### src/rtl/ysyx_24110006_wbu.sv
// rtl/ysyx_24110006_wbu.sv - write-back unit: GPR write, CSR file, trap/MRET redirect, retire counters
module ysyx_24110006_wbu (
  input  logic        i_clock,
  input  logic        i_reset,
  input  logic        i_valid,
  output logic        o_ready,
  input  logic [31:0] i_pc,
  input  logic [31:0] i_upc,
  input  logic        i_reg_wen,
  input  logic [4:0]  i_reg_rd,
  input  logic [31:0] i_result,
  input  logic [1:0]  i_csr_t,
  input  logic [11:0] i_csr,
  input  logic        i_exception,
  input  logic [3:0]  i_mcause,
  output logic        o_rf_wen,
  output logic [4:0]  o_rf_waddr,
  output logic [31:0] o_rf_wdata,
  output logic        o_flush,
  output logic [31:0] o_redirect_pc,
  output logic        o_retire,
  output logic [31:0] o_retire_pc,
  output logic [31:0] o_mtvec
);

  localparam logic [11:0] CSR_MSTATUS   = 12'h300;
  localparam logic [11:0] CSR_MTVEC     = 12'h305;
  localparam logic [11:0] CSR_MEPC      = 12'h341;
  localparam logic [11:0] CSR_MCAUSE    = 12'h342;
  localparam logic [11:0] CSR_MCYCLE    = 12'hB00;
  localparam logic [11:0] CSR_MCYCLEH   = 12'hB80;
  localparam logic [11:0] CSR_MINSTRET  = 12'hB02;
  localparam logic [11:0] CSR_MINSTRETH = 12'hB82;
  localparam logic [11:0] CSR_MVENDORID = 12'hF11;
  localparam logic [11:0] CSR_MARCHID   = 12'hF12;

  localparam logic [1:0] OP_CSRRW = 2'b01;
  localparam logic [1:0] OP_CSRRS = 2'b10;
  localparam logic [1:0] OP_MRET  = 2'b11;

  logic [31:0] mstatus;
  logic [31:0] mtvec;
  logic [31:0] mepc;
  logic [31:0] mcause;
  logic [63:0] mcycle;
  logic [63:0] minstret;

  logic        transfer;
  logic        active;
  logic        trap;
  logic        retire;
  logic        csr_op;
  logic        is_mret;
  logic [31:0] csr_rdata;
  logic [31:0] csr_wdata;
  logic        unused_upc;

  assign unused_upc = ^i_upc;

  assign o_ready  = i_reset;
  assign transfer = i_valid && o_ready;
  // A transfer landing in the flush cycle belongs to the squashed path.
  assign active   = transfer && !o_flush;
  assign trap     = active && i_exception;
  assign retire   = active && !i_exception;
  assign csr_op   = retire && (i_csr_t == OP_CSRRW || i_csr_t == OP_CSRRS);
  assign is_mret  = retire && (i_csr_t == OP_MRET);

  always_comb begin
    csr_rdata = 32'h0;
    case (i_csr)
      CSR_MSTATUS:   csr_rdata = mstatus;
      CSR_MTVEC:     csr_rdata = mtvec;
      CSR_MEPC:      csr_rdata = mepc;
      CSR_MCAUSE:    csr_rdata = mcause;
      CSR_MCYCLE:    csr_rdata = mcycle[31:0];
      CSR_MCYCLEH:   csr_rdata = mcycle[63:32];
      CSR_MINSTRET:  csr_rdata = minstret[31:0];
      CSR_MINSTRETH: csr_rdata = minstret[63:32];
      CSR_MVENDORID: csr_rdata = 32'h79737978;
      CSR_MARCHID:   csr_rdata = 32'h016FE3B6;
      default:       csr_rdata = 32'h0;
    endcase
  end

  assign csr_wdata = (i_csr_t == OP_CSRRW) ? i_result : (csr_rdata | i_result);

  assign o_rf_wen    = transfer && i_reg_wen && !i_exception && (i_reg_rd != 5'd0) && !o_flush;
  assign o_rf_waddr  = i_reg_rd;
  assign o_rf_wdata  = (i_csr_t == OP_CSRRW || i_csr_t == OP_CSRRS) ? csr_rdata : i_result;
  assign o_retire    = retire;
  assign o_retire_pc = i_pc;
  assign o_mtvec     = mtvec;

  always_ff @(posedge i_clock) begin
    if (!i_reset) begin
      mstatus       <= 32'h00001800;
      mtvec         <= 32'h0;
      mepc          <= 32'h0;
      mcause        <= 32'h0;
      mcycle        <= 64'h0;
      minstret      <= 64'h0;
      o_flush       <= 1'b0;
      o_redirect_pc <= 32'h0;
    end else begin
      mcycle  <= mcycle + 64'd1;
      o_flush <= trap || is_mret;
      if (retire) minstret <= minstret + 64'd1;
      if (trap) o_redirect_pc <= mtvec;
      else if (is_mret) o_redirect_pc <= mepc;
      if (csr_op) begin
        case (i_csr)
          CSR_MSTATUS: mstatus <= csr_wdata;
          CSR_MTVEC:   mtvec   <= csr_wdata;
          CSR_MEPC:    mepc    <= csr_wdata;
          CSR_MCAUSE:  mcause  <= csr_wdata;
          default: ;
        endcase
      end
      // Trap state is written last so it takes priority over any CSR op.
      if (trap) begin
        mepc   <= i_pc;
        mcause <= {28'b0, i_mcause};
      end
    end
  end

endmodule

### config.mk
export PLATFORM = sky130hd
export DESIGN_NAME = ysyx_24110006_wbu
export DESIGN_NICKNAME = d
export VERILOG_FILES = /design/src/rtl/ysyx_24110006_wbu.sv
export SDC_FILE = /design/constraint.sdc
export NUM_CORES = 1
export LEC_CHECK = 0
export ABC_AREA = 1
export ABC_CLOCK_PERIOD_IN_PS = 3600
export BUFFER_PORTS_ARGS = -buffer_cell sky130_fd_sc_hd__buf_4
export CAP_MARGIN = 20
export CELL_PAD_IN_SITES_DETAIL_PLACEMENT = 0
export CELL_PAD_IN_SITES_GLOBAL_PLACEMENT = 2
export CORE_MARGIN = 2
export CORE_UTILIZATION = 30
export DETAILED_ROUTE_END_ITERATION = 8
export PLACE_DENSITY_LB_ADDON = 0.1
export SYNTH_ARGS = -nofsm -noshare
export SYNTH_HDL_FRONTEND = slang
export SYNTH_SLANG_ARGS = --single-unit
### constraint.sdc
create_clock -name i_clock -period 3.6 [get_ports i_clock]
set_input_delay 0.72 -clock i_clock [delete_from_list [all_inputs] [get_ports i_clock]]
set_output_delay 0.72 -clock i_clock [all_outputs]
set_load 0.02 [all_outputs]
* Word level (Yosys, flattened, before mapping)
Cells that the tools add are included.
** Word-level totals
- Input port bits :: 124
- Memory bits (read-only) :: 0
- Output and inout port bits :: 137
- Flip-flop bits (word level) :: 289
- RAM bits :: 0
- Memories :: 0
- Bits in latches :: 0
- Logic and storage cells :: 62
** Operators by class
- Shift operators :: 0
- Multiplexer cells :: 11
- $lt $le $gt $ge :: 0
- Reductions and logical operators :: 25
- Divide/modulo/power cells :: 0
- $mul :: 0
- Bitwise logic cells :: 2
- $add $sub $neg :: 2
- Equality and inequality tests :: 13
** Operators by type and width (number)
- 32-bit case mux with 10 select lines :: 1
- 32-bit two-way mux :: 7
- 64-bit by 1-bit adder with 64-bit output, second input constant :: 2
- 12-bit equality test, second input constant :: 6
- 12-bit by 10-bit equality test with 1-bit output, second input constant :: 4
- 32-bit bitwise OR :: 1
- 4-bit two-way mux :: 3
- 1-bit logical AND :: 10
- 2-bit AND reduction :: 5
- 2-bit nonzero test :: 4
- 5-bit nonzero test :: 1
- 2-bit equality test, second input constant :: 2
- 2-bit by 1-bit equality test with 1-bit output, second input constant :: 1
- 1-bit logical NOT :: 2
- 1-bit logical OR :: 2
- 2-bit OR reduction :: 1
- 1-bit NOT :: 1

* Logic depth before layout (Yosys ltp)
Gate-level depths: netlist of the first run.
- Depth after elaboration :: 7
- Depth in mapped cells :: 14
- Gate-level depth less buffers :: 13

* Least setup slack after synthesis of the first run
Ideal clock, no wire load.
- Path kind :: input to output
- Start point :: input i_csr[0]
- End point :: output o_rf_wdata[6]
- Path slack :: 0.863 ns
- Data arrival time :: 2.017 ns
- Buffers on the path :: 2
- Data required time :: 2.880 ns
- Cell stages on the path :: 11
- Cell sequence :: nor2_1 > nand2_4 > nor2_8 > buf_8 > buf_8 > nand3_1 > nand2_1 > nor2_1 > nand3_2 > nor2_1 > a21oi_1
** Between the ends
- Cells in the longest elaborated chain, start to end :: 3
- Elaborated cells between the ends (all ways) :: 12
- Classes of those cells :: 10 x eq/ne; 2 x mux
** Ends and longest elaborated chain
- start: declaration :: RTL line 13 : input logic [11:0] i_csr,
- 12-bit equality test / 12-bit by 10-bit equality test with 1-bit output (equally long branches) :: RTL line 71 : case (i_csr)
- 32-bit case mux with 10 select lines (*) :: RTL line 71
- 32-bit two-way mux (*) :: RTL line 90 : assign o_rf_wdata = (i_csr_t == OP_CSRRW || i_csr_t == OP_CSRRS) ? csr_rdata : i_result;
- end: declaration :: RTL line 18 : output logic [31:0] o_rf_wdata,
Every way passes the cells marked *; elsewhere a longest branch is shown, timed or not.

* Worst setup path after layout of the first run
- Start point :: input i_csr[10]
- End point :: output o_rf_wdata[29]
Same word-level chain as after synthesis.

==> results of run 1 <==
[cell usage in the layout (no fill, tap or decap), types with 5 or more instances in the layout]
| master | netlist | final |
|---|---|---|
| nor4_1 | 7 | 7 |
| clkbuf_8 | 0 | 8 |
| xor2_1 | 29 | 29 |
| inv_1 | 426 | 424 |
| or2_0 | 11 | 11 |
| buf_12 | 0 | 13 |
| nand3_2 | 21 | 23 |
| nand2_1 | 577 | 576 |
| nor2_2 | 13 | 14 |
| nand3b_1 | 5 | 5 |
| nor3_1 | 70 | 70 |
| nor2_1 | 331 | 330 |
| nand3_1 | 260 | 258 |
| nor2_8 | 5 | 5 |
| clkbuf_16 | 0 | 39 |
| nand4_1 | 87 | 87 |
| o21ai_0 | 151 | 151 |
| inv_2 | 16 | 17 |
| buf_4 | 51 | 262 |
| clkbuf_1 | 60 | 11 |
| o21ai_1 | 27 | 27 |
| dfxtp_1 | 289 | 289 |
| or2_2 | 15 | 15 |
| a21oi_1 | 239 | 239 |
| a22o_1 | 13 | 13 |
| nor3_2 | 8 | 8 |
| xnor2_1 | 5 | 5 |
| a31oi_1 | 30 | 30 |
| o21bai_1 | 8 | 8 |
| clkinv_2 | 0 | 6 |
| a22oi_1 | 14 | 14 |
| nand2_2 | 31 | 32 |
| o21a_1 | 5 | 5 |
[power by group]
group / internal (W) / switching (W) / total (W)
Combinational: 0.000277 / 0.000508 / 0.000785
Sequential: 0.00324 / 0.0000348 / 0.00327
Clock: 0.00246 / 0.00163 / 0.00408
[metrics by stage]
step / cells / hold WS, ns
final: 3851 / 0.473
after global placement: 3780 / 0.471
after global routing: 3851 / 0.473
after floorplan: 2894 / 0.451
after CTS: 3851 / 0.443
after detailed placement: 3780 / 0.470
[state kept, by name, summed over array words and instances (netlist names)]
register       flops
o_mtvec           32
mstatus           32
minstret          64
mcycle            64
o_redirect_pc     32
o_flush            1
mepc              32
mcause            32
[area by class of cell]
type                            count  area share
Clock inverter                     13     0.00813
Tap cell                          782      0.0451
Clock buffer                       58      0.0519
Multi-Input combinational cell   1991       0.449
Inverter                          443      0.0769
Timing Repair Buffer              275       0.103
Sequential cell                   289       0.267
[routing by layer]
layer,share of wire,vias to the layer above
met3,0.058,94
met2,0.44,655
met4,0.026,0
met1,0.47,9438
met5,0,-
li1,-,9587
[kinds of logic after synthesis]
logic type                 share of synthesized area
adders and majority gates                    0.00276
AOI/OAI and AO/OA                              0.146
and+or+nand+nor                                0.372
DFF                                            0.319
buffers and inverters                          0.144
xor gates and xnor gates                      0.0164
[worst max-delay path, delay by kind of cell]
kind	cells	cell delay, ns
buffers and inverters	5	0.68
AO/OA/AOI/OAI	2	0.44
AND/OR/NAND/NOR	5	0.88
[path summary, 6_finish.rpt]
check / start / to / slack [ns] / cells past startpoint
max: i_csr[10] / o_rf_wdata[29] / 0.13 / 12
max reg2reg: o_flush / mepc[0] / 1.16 / 9
min reg2reg: minstret[30] / minstret[30] / 0.48 / 2
min: i_pc[13] / mepc[13] / 0.47 / 3
==> summary.txt, run 1 <==
Outcome
  • Status: completed

Setup path
  • Crit path required time: approximately 2.9 ns
  • Crit Path Class: input pin to output pin
  • Slowest cell on crit path: nor2_2
  • CP max FO: 15
  • Critical path launch point type: input pin
  • CP Capture Type: output pin
  • Critical path arrival: between 2 and 3 ns
  • CP most frequent cell: buf_4
  • Critical path's largest stage delay: ~0.33 ns
  • Worst-path cell chain: buf_4 -> inv_2 -> nand2_1 -> nor2_2 -> nand3_4 -> buf_4 -> o21ai_1 -> inv_1 -> nand3_2 -> nor2_1 -> a21oi_1 -> buf_4

Global routing
  • Grt ovf: 0
  • Vias in the first global route: roughly 18000
  • Largest net degree at the start of global routing: 77
  • First-pass GRT wire length: about 130000 um
  • Global routing usage on met1: 0.401
  • Met3 Use GR: 0.0334
  • Layer with the highest usage: met2
  • Met2 usage: 0.437
  • Initial antenna violation count: 2
  • GRT Overall Usage: 0.278

Floorplanning
  • Core ar.: roughly 60000 um^2
  • Starting Density: 0.302
  • Ports: between 200 and 300
  • Row count: 90
  • DIE AREA: roughly 62000 um^2
  • Die width: between 200 and 250 um
  • Die Ht: 250 um

Clock tree
  • Reg clk slew, reported paths: ~0.070 ns
  • Cts hold-fix bufs: 0
  • Htree depth: 2
  • Clk Latency, worst-skew pair: slightly below 0.6 ns
  • Clk buf depth: 3
  • CTS tree: done
  • # clock sinks: 289
  • Num CTS Buffers: 39
  • Post_cts resized: 0
  • Setup Fix Bufs, Post-CTS: 0
  • Root Driver: clkbuf_16

Detailed routing
  • Drt via density: around 5
  • Average wire per standard cell: ~23 um
  • Drt drc: 0
  • DR vias: slightly below 20000
  • Detail Route Antenna Nets: 0
  • Drt pass-1 iters: 5
  • Initial drt markers: roughly 1500
  • Routed WL: slightly below 90000 um

Logic synthesis
  • Largest area contributor in the netlist: dfxtp_1
  • Top area cells in the synthesized netlist: dfxtp_1 32%, nand2_1 12%, inv_1 8.8%
  • Synth Warn #: 0
  • Commonest cells in the netlist: 577 x nand2_1, 426 x inv_1, 331 x nor2_1, 289 x dfxtp_1, 260 x nand3_1
  • Number of synthesized flops with an enable pin: 0
  • Top_reg_cell synth: dfxtp_1
  • Synth Area per Inst: about 6.3 um^2
  • Count leader, synth: nand2_1
  • Seq/Total Area, Yosys: 0.319
  • Mapped Nets: roughly 3000
  • Asr flop ratio synth: 0
  • Mapped Area: between 15000 and 20000 um^2
  • Distinct cells, synth: 48
  • Post-synth top area share: 0.319
  • Syn Inst Count: just under 3000
  • Yosys reg bits: 289

Cells and area
  • Final core utilization: 0.362
  • Layout area overhead: 19.7%
  • Antenna Cells: 0
  • Final instance area: between 20000 and 25000 um^2
  • Fillers: 6655
  • Multi-input gate area: between 9000 and 10000 um^2
  • Fraction of layout cells with a size suffix above 1: 0.152
  • Nets: approximately 3200
  • FF+latch area: between 5000 and 6000 um^2

STA
  • Max transition margin: 0.322
  • Tmin final: 3.47 ns
  • Clock Skews: 0.0254 ns
  • Final setup TNS: 0 ns
  • Endpoints failing setup: 0
  • Worst Max-Slew Pin Slew: 1.02 ns
  • Period utilization: 0.965
  • RSZ-0062 raised after global routing: no
  • Final max-slew violation count: 0
  • Worst Slack Setup Final: roughly 0.13 ns
  • Final hold violations: 0
  • Fmax: around 290 MHz

Power
  • Pleak: 9.34 nW
  • Peak supply drop: between 0.2 and 0.3 mV
  • Power per cell area: approximately 380 nW/um^2
  • Final total power: approximately 0.008 W

Placed design
  • Placed cell areas: between 20000 and 25000 um^2
  • Worst Setup Slack post-DPL: between 0.05 and 0.06 ns
  • DP HPWL: approximately 70000 um
  • # port buffers: 228
  • Routability Congestion: about 0.94

Worst hold path
  • Type of the worst min-delay path: input pin to flip-flop

Job
  • Max-cap violations: 0
Note: power is estimated with default switching activity, not from simulation.
==> run 2: changes to the inputs <==
- CORE_ASPECT_RATIO: default -> 1.4
- CTS_CLUSTER_SIZE: default -> 10
==> run 2 against run 1 <==
Compared with the run above:
- non-clock buffer count fell by 1
- sequential cell count did not move
- clock skew barely moved
- sequential share of layout area rose by 0.20 points
- critical path type unchanged
- global-route usage fell by 1.2 points
- sequential power barely moved
- first-iteration DRC count fell by 7.7%
- die area barely moved
- register-to-register slack got worse by 0.03 ns
- utilization fell by 0.15 points
- setup slack improved by 0.13 ns
- combinational power fell by 2%
- largest cell class unchanged
==> summary.txt, run 2 (synthesis results as in run 1) <==
Outcome
  • Status: completed

Setup path
  • Critical path launch point type: input pin
  • R2R Setup Slk: 1.13 ns (-0.03 ns)
  • Worst r2r path cells: 10 (+1)
  • Critical path's largest stage delay: 0.41 ns (+0.08 ns)
  • CP max FO: 11 (-4)
  • Slowest cell on crit path: nand3_1
  • Reg-to-reg endpoint: mcycle[46]
  • Worst-path cell chain: buf_4 -> nor2_2 -> nand2_4 -> inv_2 -> nand3_1 -> nor2_1 -> nor2_1 -> nand3_2 -> nor2_1 -> a21oi_1 -> buf_4
  • Reg-to-reg startpoint: mcycle[1]
  • CP delay by family, top: simple AND/OR/NAND/NOR gates
  • CP Capture Type: output pin
  • CP most frequent cell: nor2_1
  • Setup crit start: i_csr[6]
  • Critical path arrival: 2.62 ns (-0.13 ns)
  • Number of buffers and inverters on the critical path: 3 (-2)
  • Crit Path Class: input pin to output pin
  • Crit path required time: 2.88 ns (about the same)

Cells and area
  • Commonest non-fill, non-tap cells in the layout: 576 x nand2_1, 424 x inv_1, 330 x nor2_1, 289 x dfxtp_1, 261 x buf_4
  • Antenna Cells: 0 (unchanged)
  • Registers with the most flip-flops: mcycle x64, minstret x64
  • Nets: 3164 (-0.095%)
  • Layout area overhead: 18.8%
  • Fraction of layout cells with a size suffix above 1: 0.149 (-0.00346)
  • Final core utilization: 0.360 (-0.00152)
  • Fillers: 6617 (-0.57%)
  • Commonest non-fill, non-tap cell in the layout: nand2_1

Global routing
  • Initial antenna violation count: 1 (-1)
  • Grt ovf: 0 (unchanged)
  • GRT Overall Usage: 0.267 (-0.0115)
  • First-pass GRT wire length: 123000 um (-4.0%)
  • Largest net degree at the start of global routing: 66 (-14%)
  • Vias in the first global route: 18200 (-1.0%)

STA
  • Clock Skews: 0.0257 ns (+0.000218 ns)
  • RSZ-0062 raised after global routing: no
  • Worst Max-Slew Pin Slew: 0.716 ns (-0.302 ns)
  • Endpoints failing setup: 0 (unchanged)
  • Final max-slew violation count: 0 (unchanged)
  • Tmin final: 3.34 ns (-0.131 ns)
  • Fmax: 299 MHz (+3.9%)
  • Period utilization: 0.928 (-0.0364)
  • Final hold violations: 0 (unchanged)
  • Fin Hold WS: 0.480 ns (+0.00699 ns)
  • Max transition margin: 0.523 (+0.201)
  • Worst Slack Setup Final: 0.258 ns (+0.131 ns)
  • Final setup TNS: 0 ns (unchanged)

Power
  • Peak supply drop: 0.316 mV (+26%)
  • Power per cell area: 357 nW/um^2 (-4.9%)
  • Pleak: 9.25 nW (-0.98%)

Placed design
  • Worst Setup Slack post-DPL: 0.269 ns (+0.219 ns)
  • # port buffers: 228 (unchanged)
  • DP HPWL: 67000 um (-3.7%)
  • Routability Congestion: 0.942 (+0.31%)

Clock tree
  • Clk buf depth: 3 (unchanged)
  • # clock sinks: 289 (unchanged)
  • Num CTS Buffers: 37 (-5.1%)
  • Setup Fix Bufs, Post-CTS: 0 (unchanged)
  • Cts hold-fix bufs: 0 (unchanged)
  • CTS tree: done
  • Post_cts resized: 0 (unchanged)
  • Reg clk slew, reported paths: 0.06 ns (about the same)
  • Root Driver: clkbuf_16
  • Clk Latency, worst-skew pair: 0.57 ns (about the same)
  • Htree depth: 2 (unchanged)

Floorplanning
  • Ports: 261 (unchanged)
  • DIE AREA: 62400 um^2 (about the same)
  • Row count: 106 (+18%)
  • Starting Density: 0.303 (+0.00104)
  • Die width: 212 um (-15%)
  • Core ar.: 59800 um^2 (-0.34%)
  • Die Ht: 295 um (+18%)

Detailed routing
  • Drt drc: 0 (unchanged)
  • Routed WL: 83600 um (-5.7%)
  • Drt via density: 4.96 (-3.5%)
  • Initial drt markers: 1409 (-7.7%)
  • Average wire per standard cell: 21.7 um (-6.0%)
  • Drt pass-1 iters: 5 (unchanged)
  • DR vias: 19100 (-3.2%)
  • Detail Route Antenna Nets: 0 (unchanged)

Worst hold path
  • Hold path startpoint: minstret[44]
  • Hold Path Depth: 2 (-1)
  • Hold path endpoint: minstret[44]
  • Type of the worst min-delay path: flip-flop to flip-flop

Job
  • Max-cap violations: 0 (unchanged)
-- run 2: routing by layer --
metal,track usage,part of all wire
met1,0.353,0.45
met2,0.462,0.48
met3,0.0269,0.043
met4,0.0663,0.023
met5,0,0
-- run 2: stage by stage --
step	total power, W	instance area [um^2]	instances
global route	0.00795	21500	3863
global placement	0.00412	20400	3807
CTS	0.00781	21500	3863
floorplan	0.00376	18100	2894
finish	0.00769	21500	3863
detailed placement	0.00412	20400	3807
-- run 2: worst max-delay path by stage --
stage	slack [ns]	cells past startpoint	to
finish	0.26	11	o_rf_wdata[24]
CTS	0.26	11	o_rf_wdata[24]
global route	0.07	11	o_rf_wdata[16]
floorplan	0.86	11	o_rf_wdata[6]
detailed placement	0.27	11	o_rf_wdata[24]
global placement	0.26	11	o_rf_wdata[4]
-- run 2: worst reg2reg max path, cell delays in order (launching register included) --
cell and delay [ns]:
dfxtp_1 0.52, ha_1 0.30, nand2_1 0.11, inv_1 0.10
nand2_1 0.13, nor2_1 0.26, inv_1 0.10, nor2_1 0.18
nand4_1 0.29, or2_0 0.30, a21oi_1 0.11
-- run 2: layout make-up --
class	instances	area [um^2]	area share
inverter	443	1670	0.0775
sequential	289	5790	0.269
tap	810	1010	0.0470
timing repair buffer	274	2220	0.103
clock inverter	6	58.8	0.00273
multi-input combinational	1991	9740	0.452
clock buffer	50	1060	0.0491
-- run 2: power breakdown --
| group | total, W | internal [W] | leakage [nW] | switching (W) |
|---|---|---|---|---|
| sequential | 0.00328 | 0.00324 | 2.33 | 0.0000361 |
| clock | 0.00364 | 0.00210 | 0.552 | 0.00153 |
| combinational | 0.000771 | 0.000282 | 6.36 | 0.000488 |
| total | 0.00769 | 0.00563 | 9.25 | 0.00206 |
==> run 3: changes to the inputs <==
- ABC_AREA: 1 -> default
==> run 3 against run 2 <==
Compared with the run above:
- the flow now finishes with violations (negative setup slack)
- count of clock-buffer cells in the layout decreased by 2
- worst hold slack worse by 0.017 ns
- combinational power increased by 4.0%
- total power is 3.7% lower
- global-route usage down 0.18 points
- critical path type unchanged
==> summary.txt, run 3 <==
Floorplanning
  • Starting Density: 0.304 (+0.00134)
  • Die Ht: 271 um (-8.0%)
  • Die width: 195 um (-8.0%)
  • Row count: 97 (-8.5%)
  • Ports: 261 (unchanged)
  • DIE AREA: 52800 um^2 (-15%)
  • Core ar.: 50200 um^2 (-16%)

Logic synthesis
  • Commonest cells in the netlist: 289 x dfxtp_1, 200 x nand2_1, 191 x nor2_1, 96 x a21oi_1, 94 x o21ai_0
  • Synth Area per Inst: 8.34 um^2 (+33%)
  • Top area cells in the synthesized netlist: dfxtp_1 38%, nand2_1 4.9%, nor2_1 4.7%
  • Syn Inst Count: 1835 (-37%)
  • Seq/Total Area, Yosys: 0.378 (+0.0591)
  • Count leader, synth: dfxtp_1
  • Compound-gate portion of the synthesized area: 0.199 (+0.0535)
  • Yosys reg bits: 289 (unchanged)
  • Largest area contributor in the netlist: dfxtp_1
  • Mux cell area share after synthesis: 0.0626 (+0.0626)
  • Mapped Area: 15300 um^2 (-16%)
  • Number of synthesized flops with an enable pin: 0 (unchanged)
  • XOR/XNOR Fraction of Synth Area: 0.0653 (+0.0488)
  • Main combinational cell family by area after synthesis: simple AND/OR/NAND/NOR gates
  • Area share of and/or/nand/nor cells after synthesis: 0.226 (-0.146)
  • Top_reg_cell synth: dfxtp_1
  • Synth Warn #: 0 (unchanged)
  • Distinct cells, synth: 80 (+67%)
  • Adder-Cell Fraction of Synth Area: 0.00327 (+0.000511)
  • Mapped Nets: 1963 (-35%)
  • Asr flop ratio synth: 0 (unchanged)
  • Post-synth top area share: 0.378 (+0.0591)

Cells and area
  • Registers with the most flip-flops: mcycle x64, minstret x64
  • Commonest non-fill, non-tap cell in the layout: buf_4
  • Layout area overhead: 29.7%
  • Nets: 2252 (-29%)
  • Final instance area: 19800 um^2 (-7.9%)
  • Commonest non-fill, non-tap cells in the layout: 391 x buf_4, 289 x dfxtp_1, 198 x nand2_1, 191 x nor2_1, 95 x a21oi_1
  • Antenna Cells: 0 (unchanged)
  • Fraction of layout cells with a size suffix above 1: 0.261 (+0.112)

Clock tree
  • CTS tree: done
  • Htree depth: 2 (unchanged)
  • # clock sinks: 289 (unchanged)
  • Reg clk slew, reported paths: 0.05 ns (about the same)
  • Num CTS Buffers: 36 (-2.7%)
  • Root Driver: clkbuf_16
  • Clk buf depth: 3 (unchanged)
  • Clk Latency, worst-skew pair: 0.53 ns (-0.04 ns)

STA
  • Fin Hold WS: 0.463 ns (-0.0172 ns)
  • Worst Max-Slew Pin Slew: 0.859 ns (+0.143 ns)
  • RSZ-0062 raised after global routing: yes
  • Tmin final: 3.61 ns (+0.263 ns)
  • Period utilization: 1.00 (+0.0731)
  • Final max-slew violation count: 0 (unchanged)
  • Worst Slack Setup Final: -0.00559 ns (-0.263 ns)
  • Clock Skews: 0.0178 ns (-0.00788 ns)
  • Max transition margin: 0.423 (-0.0999)
  • Final hold violations: 0 (unchanged)
  • Endpoints failing setup: 1 (+1)
  • Final setup TNS: -0.00559 ns (-0.00559 ns)
  • Fmax: 277 MHz (-7.3%)

Detailed routing
  • Drt via density: 5.51 (+11%)
  • Average wire per standard cell: 26.0 um (+20%)
  • Routed WL: 72200 um (-14%)
  • Drt pass-1 iters: 6 (+1)
  • Detail Route Antenna Nets: 0 (unchanged)
  • Initial drt markers: 1360 (-3.5%)
  • Drt drc: 0 (unchanged)
  • DR vias: 15300 (-20%)

Outcome
  • Failing checks: negative setup slack
  • Status: complete, but fails checks

Power
  • Power per cell area: 373 nW/um^2 (+4.5%)
  • Pleak: 7.40 nW (-20%)
  • Peak supply drop: 0.245 mV (-23%)

Setup path
  • Crit Path Class: input pin to output pin
  • R2R Setup Slk: 0.90 ns (-0.23 ns)
  • Reg-to-reg endpoint: mcycle[48]
  • Crit path required time: 2.88 ns (about the same)
  • Critical path launch point type: input pin
  • Setup crit start: i_csr[6]
  • CP Capture Type: output pin
  • Reg-to-reg startpoint: mcycle[5]
  • Worst r2r path cells: 6 (-4)
  • Critical path arrival: 2.89 ns (+0.27 ns)
  • CP max FO: 10 (-1)

Placed design
  • Placed cell areas: 18500 um^2 (-9.4%)
  • # port buffers: 228 (unchanged)
  • DP HPWL: 55100 um (-18%)
  • Routability Congestion: 0.932 (-1.1%)

Global routing
  • Grt ovf: 0 (unchanged)
  • Initial antenna violation count: 1 (unchanged)
  • GRT Overall Usage: 0.265 (-0.00185)
  • Vias in the first global route: 14600 (-20%)
  • Met2 usage: 0.473 (+0.0110)
  • Global routing usage on met1: 0.316 (-0.0368)
  • Layer with the highest usage: met2
  • First-pass GRT wire length: 103000 um (-16%)
  • Met3 Use GR: 0.0388 (+0.0119)
  • Largest net degree at the start of global routing: 103 (+56%)

Worst hold path
  • Hold Path Depth: 2 (unchanged)
  • Type of the worst min-delay path: input pin to flip-flop
  • Hold path startpoint: i_result[8]
  • Hold path endpoint: mepc[8]

Job
  • Max-cap violations: 0 (unchanged)
run 3: kinds of logic after synthesis:
| group | count (synthesis) |
|---|---|
| and+or+nand+nor | 689 |
| AOI/OAI and AO/OA | 441 |
| DFF | 289 |
| buffers and inverters | 207 |
| xor gates and xnor gates | 114 |
| muxes | 91 |
| adders and majority gates | 4 |
run 3: worst max-delay path: stages:
cell and delay [ns]:
buf_4 0.11, buf_4 0.16, nor4bb_4 0.18, buf_12 0.15, nor4b_4 0.12, buf_4 0.19, buf_6 0.15, a222oi_1 0.40
nand3_1 0.24, mux2_4 0.31, buf_4 0.16
run 3: final cells by class:
| class | count | area (um^2) |
|---|---|---|
| Sequential cell | 289 | 5790 |
| Timing Repair Buffer | 423 | 3440 |
| Fill cell | 5248 | 30400 |
| Clock inverter | 1 | 8.76 |
| Clock buffer | 48 | 987 |
| Inverter | 35 | 136 |
| Tap cell | 643 | 805 |
| Multi-Input combinational cell | 1339 | 8680 |
run 3: how the worst max path moves through the flow:
stage / depth (start not counted) / slack, ns / endpoint
after global routing: 10 / -0.04 / o_rf_wdata[11]
after CTS: 11 / 0.009 / o_rf_wdata[25]
after floorplan: 8 / 0.29 / o_rf_wdata[25]
final: 11 / -0.006 / o_rf_wdata[20]
after detailed placement: 9 / -0.11 / o_rf_wdata[3]
after global placement: 9 / -0.08 / o_rf_wdata[3]
run 3: routing by layer:
metal,routed length (um),vias up
li1,-,7236
met1,28800,7443
met2,36400,501
met3,3760,116
met4,3190,0
met5,0,-
run 3: through the flow:
step                       util  instances  power, W  setup slack [ns]
after CTS                 0.389       2769   0.00748           0.00946
after detailed placement  0.368       2714   0.00414            -0.109
after global routing      0.395       2778   0.00765           -0.0437
after floorplan               -       1835   0.00373             0.287
after global placement    0.368       2714   0.00414           -0.0772
final                     0.395       2778   0.00740          -0.00559
run 3: what timing repair did:
| action | 4_1_cts | 5_1_grt |
|---|---|---|
| hold buffers | 0 | 0 |
| resized for setup | 3 | 46 |
| setup endpoints to repair | 6 | 26 |
| setup buffers | 6 | 8 |
| cloned | 0 | 2 |
| pin swaps | 2 | 7 |
run 3: where the power goes:
group          internal [W]  switching [W]
Clock               0.00189        0.00143
Sequential          0.00324      0.0000377
Combinational      0.000324       0.000477
Total               0.00545        0.00194
